===== config.mk =====
export PLATFORM = sky130hd
export DESIGN_NAME = adc_spi_scanner_flat
export DESIGN_NICKNAME = d
export VERILOG_FILES = /design/src/rtl/adc_spi_scanner_pkg.sv /design/src/rtl/adc_spi_scanner_if.sv /design/src/rtl/adc_spi_scanner_sclk_gen.sv /design/src/rtl/adc_spi_scanner.sv /design/src/flat_wrapper.sv
export SDC_FILE = /design/constraint.sdc
export NUM_CORES = 1
export LEC_CHECK = 0
export CAP_MARGIN = 20
export CORE_MARGIN = 5
export CORE_UTILIZATION = 55
export DETAILED_ROUTE_END_ITERATION = 16
export DONT_BUFFER_PORTS = 1
export PLACE_DENSITY = 0.73
export SYNTH_ARGS = -nofsm -noshare
export SYNTH_HDL_FRONTEND = slang
export SYNTH_SLANG_ARGS = --single-unit

===== constraint.sdc =====
create_clock -name clk -period 1.6 [get_ports clk]
set_input_delay 0.24 -clock clk [delete_from_list [all_inputs] [get_ports clk]]
set_output_delay 0.24 -clock clk [all_outputs]
set_load 0.02 [all_outputs]

===== src/rtl/adc_spi_scanner_pkg.sv =====
// Shared types and frame-geometry helpers for the MCP300x-style ADC scanner.
// The frame layout is START, SGL/DIFF, channel address, two null clocks, then the result.
package adc_pkg;

  typedef enum logic [1:0] {
    IDLE  = 2'd0,
    FRAME = 2'd1,
    GAP   = 2'd2
  } adc_state_e;

  localparam int PRE_BITS  = 2;
  localparam int NULL_BITS = 2;

  function automatic int cmd_bits(input int ch_addr_w);
    return PRE_BITS + ch_addr_w;
  endfunction

  function automatic int result_offset(input int ch_addr_w);
    return PRE_BITS + ch_addr_w + NULL_BITS;
  endfunction

  function automatic int frame_bits(input int ch_addr_w, input int res_bits);
    return result_offset(ch_addr_w) + res_bits;
  endfunction

  // Width of a counter that must hold 0..max_val, never narrower than one bit.
  function automatic int cnt_width(input int max_val);
    return (max_val > 1) ? $clog2(max_val + 1) : 1;
  endfunction

endpackage


===== src/rtl/adc_spi_scanner_if.sv =====
// ADC-side SPI pins; the scanner drives the master view, an ADC (or its model) the slave view.
interface adc_spi_scanner_if;

  logic sclkAdc;
  logic doutAdc;
  logic dinAdc;
  logic ncsAdc;

  modport master (
    output sclkAdc,
    output doutAdc,
    output ncsAdc,
    input  dinAdc
  );

  modport slave (
    input  sclkAdc,
    input  doutAdc,
    input  ncsAdc,
    output dinAdc
  );

endinterface


===== src/rtl/adc_spi_scanner_sclk_gen.sv =====
// Half-period tick generator: one tick every CLK_DIV cycles while enabled.
// Dropping the enable restarts the count so every frame starts phase-aligned.
module adc_sclk_gen #(
  parameter int CLK_DIV = 4
) (
  input  logic clk,
  input  logic reset,
  input  logic en_i,
  output logic tick_o
);

  localparam int CW = (CLK_DIV > 1) ? $clog2(CLK_DIV) : 1;
  localparam logic [CW-1:0] LAST = CW'(CLK_DIV - 1);

  logic [CW-1:0] cnt_q;
  logic [CW-1:0] cnt_d;

  // next count: hold at zero while disabled, wrap at the end of a half period
  always_comb begin
    cnt_d = '0;
    if (!en_i) begin
      cnt_d = '0;
    end else if (cnt_q == LAST) begin
      cnt_d = '0;
    end else begin
      cnt_d = cnt_q + CW'(1);
    end
  end

  // count register
  always_ff @(posedge clk) begin
    if (!reset) begin
      cnt_q <= '0;
    end else begin
      cnt_q <= cnt_d;
    end
  end

  assign tick_o = en_i && (cnt_q == LAST);

endmodule


===== src/rtl/adc_spi_scanner.sv =====
// SPI master for multi-channel SAR ADCs: single conversions on request or round-robin scanning.
// Each result leaves with its channel tag and a one-cycle valid strobe.
module adc_spi_scanner
  import adc_pkg::*;
#(
  parameter int CHANNELS  = 4,
  parameter int CH_ADDR_W = 3,
  parameter int RES_BITS  = 10,
  parameter int CLK_DIV   = 4,
  parameter int CS_IDLE   = 8,
  parameter int DIFF      = 0
) (
  input  logic                 clk,
  input  logic                 reset,
  input  logic                 start,
  input  logic                 scan,
  input  logic [CH_ADDR_W-1:0] chan_sel,
  adc_spi_scanner_if.master    spi,
  output logic [RES_BITS-1:0]  sample,
  output logic [CH_ADDR_W-1:0] sample_ch,
  output logic                 valid,
  output logic                 busy
);

  localparam int N     = frame_bits(CH_ADDR_W, RES_BITS);
  localparam int CMD_W = cmd_bits(CH_ADDR_W);
  localparam int BIT_W = cnt_width(N - 1);
  localparam int GAP_W = cnt_width(CS_IDLE - 1);

  localparam logic [BIT_W-1:0]     LAST_BIT = BIT_W'(N - 1);
  localparam logic [GAP_W-1:0]     LAST_GAP = GAP_W'(CS_IDLE - 1);
  localparam logic [CH_ADDR_W:0]   CH_LIMIT = (CH_ADDR_W + 1)'(CHANNELS);
  localparam logic [CH_ADDR_W-1:0] LAST_CH  = CH_ADDR_W'(CHANNELS - 1);
  localparam logic                 SGL_BIT  = (DIFF == 0) ? 1'b1 : 1'b0;

  adc_state_e           state_q;
  logic                 sclk_q;
  logic                 dout_q;
  logic                 ncs_q;
  logic [CMD_W-1:0]     cmd_q;
  logic [RES_BITS-1:0]  res_q;
  logic [BIT_W-1:0]     bit_q;
  logic [GAP_W-1:0]     gap_q;
  logic [CH_ADDR_W-1:0] ptr_q;
  logic [CH_ADDR_W-1:0] cur_ch_q;
  logic                 cur_scan_q;
  logic [RES_BITS-1:0]  sample_q;
  logic [CH_ADDR_W-1:0] sample_ch_q;
  logic                 valid_q;
  logic                 busy_q;

  logic                 req_go_d;
  logic                 req_scan_d;
  logic [CH_ADDR_W-1:0] req_ch_d;
  logic [CMD_W-1:0]     cmd_word_d;
  logic                 launch_d;
  logic                 tick;

  adc_sclk_gen #(
    .CLK_DIV (CLK_DIV)
  ) u_sclk_gen (
    .clk    (clk),
    .reset  (reset),
    .en_i   (state_q == FRAME),
    .tick_o (tick)
  );

  // request arbitration: scanning wins, out-of-range single requests are dropped;
  // the last gap cycle accepts requests too so back-to-back scan frames keep CS_IDLE exact
  always_comb begin
    req_go_d   = 1'b0;
    req_scan_d = 1'b0;
    req_ch_d   = ptr_q;
    if (scan) begin
      req_go_d   = 1'b1;
      req_scan_d = 1'b1;
      req_ch_d   = ptr_q;
    end else if (start && ({1'b0, chan_sel} < CH_LIMIT)) begin
      req_go_d = 1'b1;
      req_ch_d = chan_sel;
    end else begin
      req_go_d = 1'b0;
    end
    cmd_word_d = {1'b1, SGL_BIT, req_ch_d};
    launch_d   = req_go_d && ((state_q == IDLE) || ((state_q == GAP) && (gap_q == LAST_GAP)));
  end

  // frame sequencer; every pin and result output is driven from here
  always_ff @(posedge clk) begin
    if (!reset) begin
      state_q     <= IDLE;
      sclk_q      <= 1'b0;
      dout_q      <= 1'b0;
      ncs_q       <= 1'b1;
      cmd_q       <= '0;
      res_q       <= '0;
      bit_q       <= '0;
      gap_q       <= '0;
      ptr_q       <= '0;
      cur_ch_q    <= '0;
      cur_scan_q  <= 1'b0;
      sample_q    <= '0;
      sample_ch_q <= '0;
      valid_q     <= 1'b0;
      busy_q      <= 1'b0;
    end else begin
      valid_q <= 1'b0;
      if (launch_d) begin
        state_q    <= FRAME;
        ncs_q      <= 1'b0;
        busy_q     <= 1'b1;
        sclk_q     <= 1'b0;
        dout_q     <= cmd_word_d[CMD_W-1];
        cmd_q      <= cmd_word_d;
        bit_q      <= '0;
        gap_q      <= '0;
        cur_ch_q   <= req_ch_d;
        cur_scan_q <= req_scan_d;
      end else begin
        case (state_q)
          IDLE: begin
            busy_q <= 1'b0;
            ncs_q  <= 1'b1;
            sclk_q <= 1'b0;
            dout_q <= 1'b0;
          end
          FRAME: begin
            if (tick) begin
              if (!sclk_q) begin
                // only the final RES_BITS shifts survive, so command-phase bits fall out
                sclk_q <= 1'b1;
                res_q  <= {res_q[RES_BITS-2:0], spi.dinAdc};
              end else begin
                sclk_q <= 1'b0;
                cmd_q  <= cmd_q << 1;
                dout_q <= cmd_q[CMD_W-2];
                bit_q  <= bit_q + BIT_W'(1);
                if (bit_q == LAST_BIT) begin
                  state_q     <= GAP;
                  ncs_q       <= 1'b1;
                  dout_q      <= 1'b0;
                  valid_q     <= 1'b1;
                  sample_q    <= res_q;
                  sample_ch_q <= cur_ch_q;
                  gap_q       <= '0;
                  if (cur_scan_q) begin
                    ptr_q <= (ptr_q == LAST_CH) ? '0 : ptr_q + CH_ADDR_W'(1);
                  end
                end
              end
            end
          end
          GAP: begin
            if (gap_q == LAST_GAP) begin
              state_q <= IDLE;
              busy_q  <= 1'b0;
            end else begin
              gap_q <= gap_q + GAP_W'(1);
            end
          end
          default: begin
            state_q <= IDLE;
            ncs_q   <= 1'b1;
            sclk_q  <= 1'b0;
            dout_q  <= 1'b0;
            busy_q  <= 1'b0;
          end
        endcase
      end
    end
  end

  assign spi.sclkAdc = sclk_q;
  assign spi.doutAdc = dout_q;
  assign spi.ncsAdc  = ncs_q;
  assign sample      = sample_q;
  assign sample_ch   = sample_ch_q;
  assign valid       = valid_q;
  assign busy        = busy_q;

endmodule


===== src/flat_wrapper.sv =====
// flat-port wrapper written by rule: the top's interface ports become plain ports
module adc_spi_scanner_flat import adc_pkg::*;
#(
  parameter int CHANNELS  = 4,
  parameter int CH_ADDR_W = 3,
  parameter int RES_BITS  = 10,
  parameter int CLK_DIV   = 4,
  parameter int CS_IDLE   = 8,
  parameter int DIFF      = 0
)
  (clk, reset, start, scan, chan_sel, sample, sample_ch, valid, busy, spi_sclkAdc, spi_doutAdc, spi_ncsAdc, spi_dinAdc);
  adc_spi_scanner_if spi_i ();
  input  logic clk;
  input  logic reset;
  input  logic start;
  input  logic scan;
  input  logic [CH_ADDR_W-1:0] chan_sel;
  output logic [RES_BITS-1:0] sample;
  output logic [CH_ADDR_W-1:0] sample_ch;
  output logic valid;
  output logic busy;
  output wire logic [$bits(spi_i.sclkAdc)-1:0] spi_sclkAdc;
  output wire logic [$bits(spi_i.doutAdc)-1:0] spi_doutAdc;
  output wire logic [$bits(spi_i.ncsAdc)-1:0] spi_ncsAdc;
  input wire logic [$bits(spi_i.dinAdc)-1:0] spi_dinAdc;
  assign spi_sclkAdc = spi_i.sclkAdc;
  assign spi_doutAdc = spi_i.doutAdc;
  assign spi_ncsAdc = spi_i.ncsAdc;
  assign spi_i.dinAdc = spi_dinAdc;
  adc_spi_scanner #(.CHANNELS(CHANNELS), .CH_ADDR_W(CH_ADDR_W), .RES_BITS(RES_BITS), .CLK_DIV(CLK_DIV), .CS_IDLE(CS_IDLE), .DIFF(DIFF)) u_core (.clk(clk), .reset(reset), .start(start), .scan(scan), .chan_sel(chan_sel), .spi(spi_i), .sample(sample), .sample_ch(sample_ch), .valid(valid), .busy(busy));
endmodule

== Word level (Yosys, flattened, before mapping) ==
Cells that the tools add are included.
Widths: inputs -> output; s select.

* Word-level logic and storage cells: 110
* Output and inout port bits: 18
* Input port bits: 8
* Register bits after elaboration: 51

* Reductions and logical operators: 25
* Multiplexer cells: 38
* Equal/unequal tests: 18
* Bitwise operators: 7
* Add/subtract/negate cells: 4
* Magnitude comparators: 1

{| class="wikitable"
|+ Operators by type and width
! cell !! count
|-
| $mux 3 || 7
|-
| $reduce_and 5->1 || 4
|-
| $mux 1 || 17
|-
| $mux 4 || 4
|-
| $ne 2x1->1 const B || 6
|-
| $ne 3x1->1 const B || 3
|-
| $reduce_and 3->1 || 3
|-
| $mux 2 || 4
|-
| $pmux 1 s2 || 4
|-
| $reduce_and 4->1 || 2
|-
| $reduce_bool 2->1 || 4
|-
| $not 1->1 || 7
|-
| $add 3x1->3 const B || 2
|-
| $pmux 2 s3 || 1
|-
| $pmux 3 s2 || 1
|-
| $reduce_and 6->1 || 1
|-
| $add 5x1->5 const B || 1
|-
| $eq 5x5->1 const B || 1
|-
| $reduce_or 5->1 || 1
|-
| $eq 2x2->1 const B || 2
|-
| $logic_and 1x1->1 || 4
|-
| $ne 2x2->1 const B || 2
|-
| $reduce_and 2->1 || 2
|-
| $eq 3x2->1 const B || 1
|-
| 9 further kinds || 9
|}

== Depth between registers and ports, before layout ==
Gate-level depths: netlist of the first run.

* Depth in word-level cells: 7
* Gate-level depth with buffers: 8
* Mapped depth without buffers: 6

== Modules after synthesis ==
Synthesis of the first run repeated with hierarchy kept, for this count alone.

* Cell total of the unflattened synthesis: 237
* Area, all modules: 2073.2 µm²

{| class="wikitable"
|+ Modules (own cells, without submodules)
! module !! seq. area each (µm²) !! times used !! cells each !! area each (µm²)
|-
| adc_spi_scanner || 980.9 || 1 || 231 || 1989.4
|-
| adc_sclk_gen || 40.0 || 1 || 6 || 83.8
|}

== Least setup slack after synthesis of the first run ==
Ideal clock, no wire load.

* Path type: register to register
* Start: reg u_core.gap_q[0]
* End: reg u_core.gap_q[0]
* Setup slack: -0.055 ns
* Required time: 1.529 ns
* Setup time: 0.071 ns
* Stages on the path, launching flop included: 6
* Clock period less this slack: 1.655 ns
* Buffers on the path: 0
* Arrival: 1.584 ns
* Path through: dfxtp_1 > ha_1 > ha_1 > or3b_2 > or2_2 > a21oi_1

* Word-level cells in the longest chain between the ends: 5
* Elaborated cells between the ends (all ways): 10
* Those cells by class: 1 x add/sub; 2 x eq/ne; 2 x mux; 5 x reduce/logical

{| class="wikitable"
|+ RTL lines
! what !! line !! RTL
|-
| start: declaration || adc_spi_scanner.sv:43 || <nowiki>logic [GAP_W-1:0] gap_q;</nowiki>
|-
| start signal: assignment || adc_spi_scanner.sv:158 || <nowiki>gap_q <= gap_q + GAP_W'(1);</nowiki>
|-
| parallel branches: the longest is 5 deep, another holds $add 3x1->3 || -- ||
|}

Several ways; the timed one is not identified. The select of a mux whose other input is x is not followed.
A chain may end at the register's enable or synchronous reset.

== Worst setup path in the final report of the first run ==
* Start: reg u_core.bit_q[1]
* End: reg u_core.ptr_q[0]

* Word-level cells in the longest chain between the ends: 2

{| class="wikitable"
|+ RTL lines
! what !! line !! RTL
|-
| start: declaration || adc_spi_scanner.sv:42 || <nowiki>logic [BIT_W-1:0] bit_q;</nowiki>
|-
| start signal: assignment || adc_spi_scanner.sv:137 || <nowiki>bit_q <= bit_q + BIT_W'(1);</nowiki>
|-
| $eq 5x5->1 || adc_spi_scanner.sv:138 || <nowiki>if (bit_q == LAST_BIT) begin</nowiki>
|-
| $reduce_and 6->1 (no source line) || -- ||
|-
| end signal: assignment || adc_spi_scanner.sv:147 || <nowiki>ptr_q <= (ptr_q == LAST_CH) ? '0 : ptr_q + CH_ADDR_W'(1);</nowiki>
|-
| end: declaration || adc_spi_scanner.sv:44 || <nowiki>logic [CH_ADDR_W-1:0] ptr_q;</nowiki>
|}

Every way passes these cells.

==> impl_metrics.yaml, run 1 <==
timing:
  worst_pin_slew_ps: 423
  max_freq_mhz: 625
  finalSetupViolations: 0
  hold_slack_ps: 25.8
  slew_violations: 0
  period_minus_slack_ps: 1600
  grt_setup_unrepaired: "yes"
  final_setup_skew_ps: 7.20
  timing.final.crit_share_pct: 100
  slew_headroom_pct: 71.8
  post-route-worst-setup-slack_ps: 0.587
  final_hold_viol_count: 0
grt:
  vias_in_the_first_global_route: 1615
  grt_first_pass_wirelength_um: 7120
  grtUsageTotal_pct: 17.3
  grt_start_max_net_pins: 19
  number_of_antenna_violations_at_the_first_check_in_global_routing: 0
  globalRoute.totalOverflow: 0
detailed_routing:
  drtIter0Drc: 100
  drc_errors: 0
  postRouteWirelength_um: 4230
  detail_route.vias_per_cell: 5.42
  routed-via-count: 1681
  wl_per_cell_um: 13.6
  drt-pass1-iter-count: 4
  ant_nets: 0
finish:
  final_design_area_no_fill_mm2: 0.00236
  fillers: 315
  drive_gt1_share_pct: 16.8
  num_antenna_cells: 0
  area.growth.synth_to_final_pct: 14.6
  post-route-util_pct: 65.0
  finalNetCount: 275
floorplanning:
  initial_core_utilization_pct: 56.7
  io-pin-count: 26
  placement_rows: 22
  chipHeight_um: 71.2
  floorplan.core_area_mm2: 0.00363
  die_area_mm2: 0.00507
  floorplan.die.width_um: 71.2
yosys:
  synth_area_leader_cell: "sky130_fd_sc_hd__dfxtp_1"
  synth_warnings: 0
  yosysUniqueCellTypes: 36
  postSynthCellCount: 248
  yosys-top-cells-area: "sky130_fd_sc_hd__dfxtp_1 (50%), sky130_fd_sc_hd__nand2_1 (12%), sky130_fd_sc_hd__a21oi_1 (8.7%), sky130_fd_sc_hd__ha_1 (3.6%), sky130_fd_sc_hd__nor2_1 (2.4%)"
  mappedNetlistArea_mm2: 0.00206
  synth.yosys.seq_area_share_pct: 49.5
  synth_seq_cells: 51
  synth_area_per_cell_um2: 8.31
  syn-num-nets: 262
  synth_top_area_share_pct: 49.5
clock_tree:
  max-clock-path-buffers: 2
  tritoncts_clock_tree: "built"
  post_cts_hold_buffer_count: 0
  tritoncts.num_buffers: 5
  worst_skew_pair.late_latency_ps: 300
  cts-htree-levels: 2
  clock_transition_at_the_register_clock_pins_on_the_worst_setup_and_hold_paths_after_cts_ps: 90
  clockRootBuffer: "sky130_fd_sc_hd__clkbuf_8"
  cts.sinks: 51
placement:
  port_buffers: 0
  dp_slack_ps: -22.6
  placed_area_mm2: 0.00219
  gp_routability_congestion: 0.875
  dp_hpwl_um: 2950
worst_setup_path:
  timing.critical_path.from_type: "register"
  worst_ep_required_time_ps: 1830
  worstPathMaxFanout: 4
  crit_type: "register to register"
  timing.critical_path.to_type: "register"
  worst_ep_arrival_time_ps: 1830
power:
  total_power_uw: 2210
  ir_drop_v: 0.000818
  p_leak_uw: 0.000886
  power.density_mw_per_mm2: 936
run:
  maxCapViolations: 0
worst_hold_path:
  hold_path_class: "input pin to register"
status:
  run_status: "finished clean"
Yosys cell counts:
cell type,instances
sky130_fd_sc_hd__nand4_1,3
sky130_fd_sc_hd__and4bb_2,1
sky130_fd_sc_hd__a2bb2oi_1,3
sky130_fd_sc_hd__nor2b_1,4
sky130_fd_sc_hd__a31oi_1,2
sky130_fd_sc_hd__nand2b_1,5
sky130_fd_sc_hd__nand3_1,9
sky130_fd_sc_hd__and4b_1,1
sky130_fd_sc_hd__or2_2,1
sky130_fd_sc_hd__inv_1,6
sky130_fd_sc_hd__and2_1,1
sky130_fd_sc_hd__o21ai_0,8
sky130_fd_sc_hd__xor2_1,4
sky130_fd_sc_hd__a211oi_1,1
sky130_fd_sc_hd__nand2_1,67
sky130_fd_sc_hd__dfxtp_1,51
sky130_fd_sc_hd__nand3_4,1
sky130_fd_sc_hd__and3b_1,1
sky130_fd_sc_hd__ha_1,6
sky130_fd_sc_hd__or3b_1,1
sky130_fd_sc_hd__clkbuf_2,1
sky130_fd_sc_hd__or3b_2,1
sky130_fd_sc_hd__a21oi_1,36
sky130_fd_sc_hd__buf_6,1
sky130_fd_sc_hd__buf_2,2
sky130_fd_sc_hd__a22oi_1,1
sky130_fd_sc_hd__a32o_1,1
sky130_fd_sc_hd__nor3_1,1
sky130_fd_sc_hd__nand3b_1,1
sky130_fd_sc_hd__clkbuf_1,7
sky130_fd_sc_hd__a311o_1,1
sky130_fd_sc_hd__nor2_1,13
sky130_fd_sc_hd__nor3b_1,1
sky130_fd_sc_hd__buf_4,3
sky130_fd_sc_hd__o31ai_1,1
sky130_fd_sc_hd__o211ai_2,1
final timing paths:
| kind | start | endpoint | slack, ps | depth (start not counted) |
|---|---|---|---|---|
| setup / recovery | u_core.bit_q[1] | u_core.ptr_q[0] | 0.6 | 7 |
| setup reg to reg | u_core.bit_q[1] | u_core.ptr_q[0] | 0.6 | 7 |
| hold reg to reg | u_core.u_sclk_gen.cnt_q[0] | u_core.u_sclk_gen.cnt_q[0] | 440 | 1 |
| hold / removal | reset | u_core.spi.ncsAdc | 30 | 1 |
layer usage:
metal | routed length, um | GRT usage (%) | up-vias
met2 | 2010 | 29.1 | 31
met1 | 1950 | 21.6 | 786
li1 | - | - | 860
met5 | 0 | 0 | -
met4 | 37 | 3.76 | 0
met3 | 232 | 5.89 | 4
cells by family (layout without fill, tap and decap cells):
family                   after synthesis  in the layout  synth area share (%)
AND/OR/NAND/NOR                      112            112                  25.2
AO/OA/AOI/OAI                         55             55                  15.2
flip-flops                            51             51                  49.5
buffers and inverters                 20             34                  4.73
adder cells (fa/ha/maj)                6              6                  3.64
XOR/XNOR                               4              4                  1.70
final cells by class:
cell class              count  area (um^2)  area share (%)
multi-input cells         177          975            41.2
inverters                   6         22.5           0.953
repair buffers             20          183            7.73
clock inverters             2         16.3           0.688
flip-flops and latches     51         1020            43.4
well taps                  48         60.1            2.54
clock buffers               6         82.6            3.49
where the power goes:
group | internal (uW) | leakage, uW | total, uW | switching (uW)
Clock | 353 | 0.0000474 | 778 | 424
Sequential | 1290 | 0.000415 | 1320 | 25.4
Combinational | 48.5 | 0.000424 | 116 | 67.9
critical path, stage by stage, from the launching register on:
cell and delay (ps):
sky130_fd_sc_hd__dfxtp_2 330, sky130_fd_sc_hd__inv_2 70, sky130_fd_sc_hd__ha_4 130, sky130_fd_sc_hd__and4bb_2 300
sky130_fd_sc_hd__buf_6 120, sky130_fd_sc_hd__nand3_4 70, sky130_fd_sc_hd__or3b_1 370, sky130_fd_sc_hd__a21oi_1 140
sequential cells by signal (all words and copies together) (netlist names), 2 cells and up:
register / count
u_core.bit_q: 5
u_core.cmd_q: 4
u_core.cur_ch_q: 3
u_core.gap_q: 3
u_core.ptr_q: 3
u_core.res_q: 10
u_core.sample: 10
u_core.sample_ch: 3
u_core.state_q: 2
u_core.u_sclk_gen.cnt_q: 2
through the flow:
step                      cells  setup TNS (ps)
after floorplan             248               0
after global placement      298               0
after detailed placement    298           -22.6
after CTS                   308               0
after global routing        310            -108
final                       310               0
cells in the final DEF (no fill, tap or decap), types with 5 or more instances in the layout:
cell                       instances
sky130_fd_sc_hd__nand3_1           9
sky130_fd_sc_hd__nand2b_1          5
sky130_fd_sc_hd__dfxtp_1          48
sky130_fd_sc_hd__clkbuf_8          6
sky130_fd_sc_hd__buf_4            16
sky130_fd_sc_hd__a21oi_1          35
sky130_fd_sc_hd__nor2_1           13
sky130_fd_sc_hd__nand2_1          67
sky130_fd_sc_hd__o21ai_0           7
what timing repair did:
item	4_1_cts	5_1_grt
resized for setup	2	14
pin swaps	1	7
setup endpoints to repair	1	26
gates cloned	0	0
buffers inserted	2	2
(Power assumes the default switching activity.)
==> run 2: changes to the inputs <==
Settings changed: CORE_UTILIZATION 55 to 56, PLACE_DENSITY 0.73 to 0.71, SETUP_SLACK_MARGIN set to 0.5.
Clock period 1.6 ns to 1.9 ns, I/O delays scaled along.
==> run 2 against run 1 <==
Combinational power is 6% lower. Global-route usage grew 2.1 points. Largest power group unchanged. Core utilization is 7.7 points higher. Clock power increased by 2.7%. Die area shrank 1.5%. Fmax increased by 7.6%.
==> impl_metrics.yaml, run 2 (synthesis results as in run 1) <==
floorplanning:
  initial_core_utilization_pct: 57.2
  floorplan.die.width_um: 70.7
  io-pin-count: 26
  placement_rows: 22
  chipHeight_um: 70.7
  floorplan.core_area_mm2: 0.00361
  die_area_mm2: 0.00500
grt:
  grtUsageTotal_pct: 19.4
  globalRoute.totalOverflow: 0
  vias_in_the_first_global_route: 1630
  grt_first_pass_wirelength_um: 7760
  grt_start_max_net_pins: 26
  number_of_antenna_violations_at_the_first_check_in_global_routing: 0
worst_setup_path:
  worst_ep_required_time_ps: 2150
  critPathSlowestCell: "sky130_fd_sc_hd__or3b_4"
  critPathMostFrequentCell: "sky130_fd_sc_hd__ha_4"
  timing.critical_path.from_type: "register"
  timing.critical_path.max_delay_family: "simple AND/OR/NAND/NOR gates"
  worst_ep_arrival_time_ps: 1730
  critical-path-max-stage-delay_ps: 390
  number_of_buffers_and_inverters_on_the_critical_path: 0
  worstPathMaxFanout: 4
  crit_type: "register to register"
  crit_chain: "ha_4, ha_4, or3b_4, or2_4, a21oi_2"
  timing.critical_path.to_type: "register"
power:
  power.density_mw_per_mm2: 771
  p_leak_uw: 0.000978
  total_power_uw: 2020
  ir_drop_v: 0.000520
clock_tree:
  clock_transition_at_the_register_clock_pins_on_the_worst_setup_and_hold_paths_after_cts_ps: 90
  tritoncts.num_buffers: 5
  cts-htree-levels: 2
  cts.sinks: 51
  worst_skew_pair.late_latency_ps: 310
  clockRootBuffer: "sky130_fd_sc_hd__clkbuf_8"
  tritoncts_clock_tree: "built"
  max-clock-path-buffers: 2
timing:
  grt_setup_unrepaired: "yes"
  timing.final.crit_share_pct: 78.2
  slew_violations: 0
  slew_headroom_pct: 78.1
  worst_pin_slew_ps: 328
  final_setup_skew_ps: 5.81
  period_minus_slack_ps: 1490
  final_hold_viol_count: 0
  finalSetupViolations: 0
  final.setup.tns_ps: 0
  max_freq_mhz: 673
detailed_routing:
  drtIter0Drc: 99
  detail_route.vias_per_cell: 5.64
  wl_per_cell_um: 15.4
  drt-pass1-iter-count: 4
  drc_errors: 0
  postRouteWirelength_um: 4820
  ant_nets: 0
  routed-via-count: 1760
finish:
  finalNetCount: 277
  drive_gt1_share_pct: 33.7
  area.growth.synth_to_final_pct: 27.2
  num_antenna_cells: 0
  mostFrequentLayoutCell: "sky130_fd_sc_hd__nand2_1"
  most-common-layout-cells: "sky130_fd_sc_hd__nand2_1 (50), sky130_fd_sc_hd__dfxtp_1 (42), sky130_fd_sc_hd__a21oi_1 (23)"
  finish.cell_count_without_fillers: 312
placement:
  gp_routability_congestion: 0.819
  numPlacedInstances: 289
  port_buffers: 0
  dp_hpwl_um: 2920
status:
  run_status: "finished clean"
run:
  maxCapViolations: 0
worst_hold_path:
  hold_path_class: "input pin to register"
-- run 2: stage by stage --
stage | utilization (%) | hold WS, ps | setup slack (ps) | instance area (um^2)
detailed placement | 58.9 | 373 | 194 | 2120
global placement | 58.9 | 368 | 238 | 2120
global route | 72.8 | 53.1 | 371 | 2620
floorplan | - | 391 | 379 | 2110
finish | 72.8 | 67.3 | 413 | 2620
CTS | 67.3 | 53.9 | 414 | 2430
-- run 2: worst paths after layout --
path                                                  from  cells after the start                         end  slack [ps]
worst min-delay path                                 reset                      1           u_core.spi.ncsAdc          70
worst max-delay path                       u_core.gap_q[0]                      5             u_core.gap_q[0]         410
worst min register to register  u_core.u_sclk_gen.cnt_q[0]                      1  u_core.u_sclk_gen.cnt_q[0]         440
worst max register to register             u_core.gap_q[0]                      5             u_core.gap_q[0]         410
-- run 2: layout make-up --
| cell class | instances | area [um^2] |
|---|---|---|
| multi-input cells | 177 | 1180 |
| inverters | 6 | 22.5 |
| fillers | 263 | 982 |
| flip-flops and latches | 51 | 1030 |
| clock buffers | 6 | 82.6 |
| clock inverters | 2 | 38.8 |
| well taps | 48 | 60.1 |
| repair buffers | 22 | 208 |
-- run 2: repair_timing --
| action | in CTS | in global routing |
|---|---|---|
| cloned | 2 | 0 |
| buffers inserted | 10 | 3 |
| hold buffers | 0 | 0 |
| setup endpoints to repair | 46 | 46 |
| pin swaps | 14 | 18 |
| resized for setup | 32 | 47 |
-- run 2: where the power goes --
group / internal, uW / total [uW] / switching, uW / leakage, uW
sequential: 1090 / 1110 / 26.2 / 0.000418
combinational: 44.7 / 109 / 64.1 / 0.000498
clock: 433 / 799 / 365 / 0.0000618
total: 1570 / 2020 / 456 / 0.000978
-- run 2: per-layer routing --
layer,part of all wire (%),global-route usage [%]
met2,49,31.3
met1,45,24.8
met4,1.7,7.93
met5,0,0
met3,4.2,4.97
==> run 3: changes to the inputs <==
Clock period 1.9 ns to 1.5 ns, I/O delays scaled along.
==> run 3 against run 2 <==
Worst setup slack got worse by 410 ps. Register-to-register slack got worse by 410 ps. Clock skew rose by 8.7 ps.
==> impl_metrics.yaml, run 3 (synthesis results as in run 1) <==
detailed_routing:
  drt-pass1-iter-count: 5
  wl_per_cell_um: 17.9
  detail_route.vias_per_cell: 5.80
  ant_nets: 0
  drtIter0Drc: 133
  routed-via-count: 1901
  drc_errors: 0
  postRouteWirelength_um: 5890
worst_setup_path:
  timing.critical_path.to_type: "register"
  worst_r2r_startpoint: "u_core.u_sclk_gen.cnt_q[1]"
  worstPathMaxFanout: 7
  worst_ep_required_time_ps: 1740
  crit_type: "register to register"
  register_to_register_path_depth: 6
  timing.critical_path.from_type: "register"
  critPathSlowestCell: "sky130_fd_sc_hd__dfxtp_2"
  critical-path-max-stage-delay_ps: 360
  crit_path_start: "u_core.u_sclk_gen.cnt_q[1]"
  worst_ep_arrival_time_ps: 1730
  crit_chain: "ha_4, and4b_2, and2_4, buf_8, nand2_1, a21oi_1"
timing:
  grt_setup_unrepaired: "yes"
  timing.final.crit_share_pct: 99.6
  final.setup.tns_ps: 0
  final_hold_viol_count: 0
  worst_pin_slew_ps: 430
  slew_violations: 0
  max_freq_mhz: 669
  finalSetupViolations: 0
  hold_slack_ps: 23.0
  final_setup_skew_ps: 14.5
  period_minus_slack_ps: 1490
  slew_headroom_pct: 71.3
worst_hold_path:
  worst_hold_startpoint: "reset"
  hold_path_class: "input pin to register"
  whs_path_depth: 2
grt:
  grtUsageTotal_pct: 20.9
  grt_first_pass_wirelength_um: 8270
  globalRoute.totalOverflow: 0
  gr-max-usage-layer: "met2"
  gr-usage-met1_pct: 27.3
  grt_start_max_net_pins: 29
  gr-usage-met2_pct: 33.7
  vias_in_the_first_global_route: 1700
  number_of_antenna_violations_at_the_first_check_in_global_routing: 0
  grt.met3_usage_pct: 6.11
status:
  run_status: "finished clean"
finish:
  multi_input_comb_area_mm2: 0.00136
  drive_gt1_share_pct: 53.6
  num_antenna_cells: 0
  finalNetCount: 293
  finish.cell_count_without_fillers: 328
  area.growth.synth_to_final_pct: 46.4
  most-common-layout-cells: "sky130_fd_sc_hd__nand2_1 (41), sky130_fd_sc_hd__dfxtp_1 (26), sky130_fd_sc_hd__a21oi_2 (25)"
  fillers: 196
  footprint_of_the_flip_flops_and_latches_mm2: 0.00106
  mostFrequentLayoutCell: "sky130_fd_sc_hd__nand2_1"
placement:
  dp_hpwl_um: 3040
  gp_routability_congestion: 0.748
  numPlacedInstances: 299
  port_buffers: 0
floorplanning:
  placement_rows: 22
  initial_core_utilization_pct: 57.2
  die_area_mm2: 0.00500
  floorplan.core_area_mm2: 0.00361
  floorplan.die.width_um: 70.7
  io-pin-count: 26
  chipHeight_um: 70.7
clock_tree:
  max-clock-path-buffers: 2
  cts-htree-levels: 2
  worst_skew_pair.late_latency_ps: 310
  cts.sinks: 51
  clockRootBuffer: "sky130_fd_sc_hd__clkbuf_8"
  clock_transition_at_the_register_clock_pins_on_the_worst_setup_and_hold_paths_after_cts_ps: 100
  tritoncts_clock_tree: "built"
  tritoncts.num_buffers: 5
power:
  ir_drop_v: 0.000843
  p_leak_uw: 0.00120
  total_power_uw: 2630
  power.density_mw_per_mm2: 871
run:
  maxCapViolations: 0
## run 3: path summary, 6_finish.rpt
kind | end | slack (ps)
worst max-delay path | u_core.sample_ch[2] | 5
worst min-delay path | u_core.ptr_q[2] | 20
worst max register to register | u_core.sample_ch[2] | 5
worst min register to register | u_core.ptr_q[2] | 470
## run 3: metrics by stage
stage	setup slack (ps)	utilization (%)	instance area [um^2]
after global routing	-35.6	83.7	3020
final	5.46	83.7	3020
after global placement	15.2	62.8	2260
after CTS	11.7	74.5	2690
after floorplan	-20.5	-	2170
after detailed placement	-39.2	62.8	2260
## run 3: layout make-up
class                      instances  area share (%)
clock buffer                       6            2.74
timing repair buffer              37            13.0
tap                               48            1.99
multi-input combinational        178            45.2
inverter                           6           0.746
sequential                        51            35.0
clock inverter                     2            1.29
## run 3: worst max-delay path, delay by kind of cell (launching register included)
family	cells	cell delay, ps
DFF	1	360
buffers and inverters	1	160
and+or+nand+nor	3	630
adders and majority gates	1	140
AOI/OAI and AO/OA	1	120
## run 3: where the power goes
| part | leakage, uW | internal (uW) | switching (uW) |
|---|---|---|---|
| Sequential | 0.000425 | 1380 | 33.3 |
| Clock | 0.0000618 | 549 | 467 |
| Combinational | 0.000711 | 87.2 | 112 |
| Total | 0.00120 | 2020 | 612 |
## run 3: layer usage
layer / part of all wire [%] / vias to the layer above
met2: 50 / 70
met1: 41 / 916
li1: - / 893
met5: 0 / -
met3: 4.8 / 22
met4: 3.9 / 0
## run 3: what timing repair did
action | CTS | global route
setup buffers | 10 | 6
cloned | 3 | 1
setup endpoints to repair | 58 | 62
pin swaps | 25 | 35
gates resized for setup | 55 | 81
hold buffers | 1 | 0
hold endpoints to repair | 1 | 0
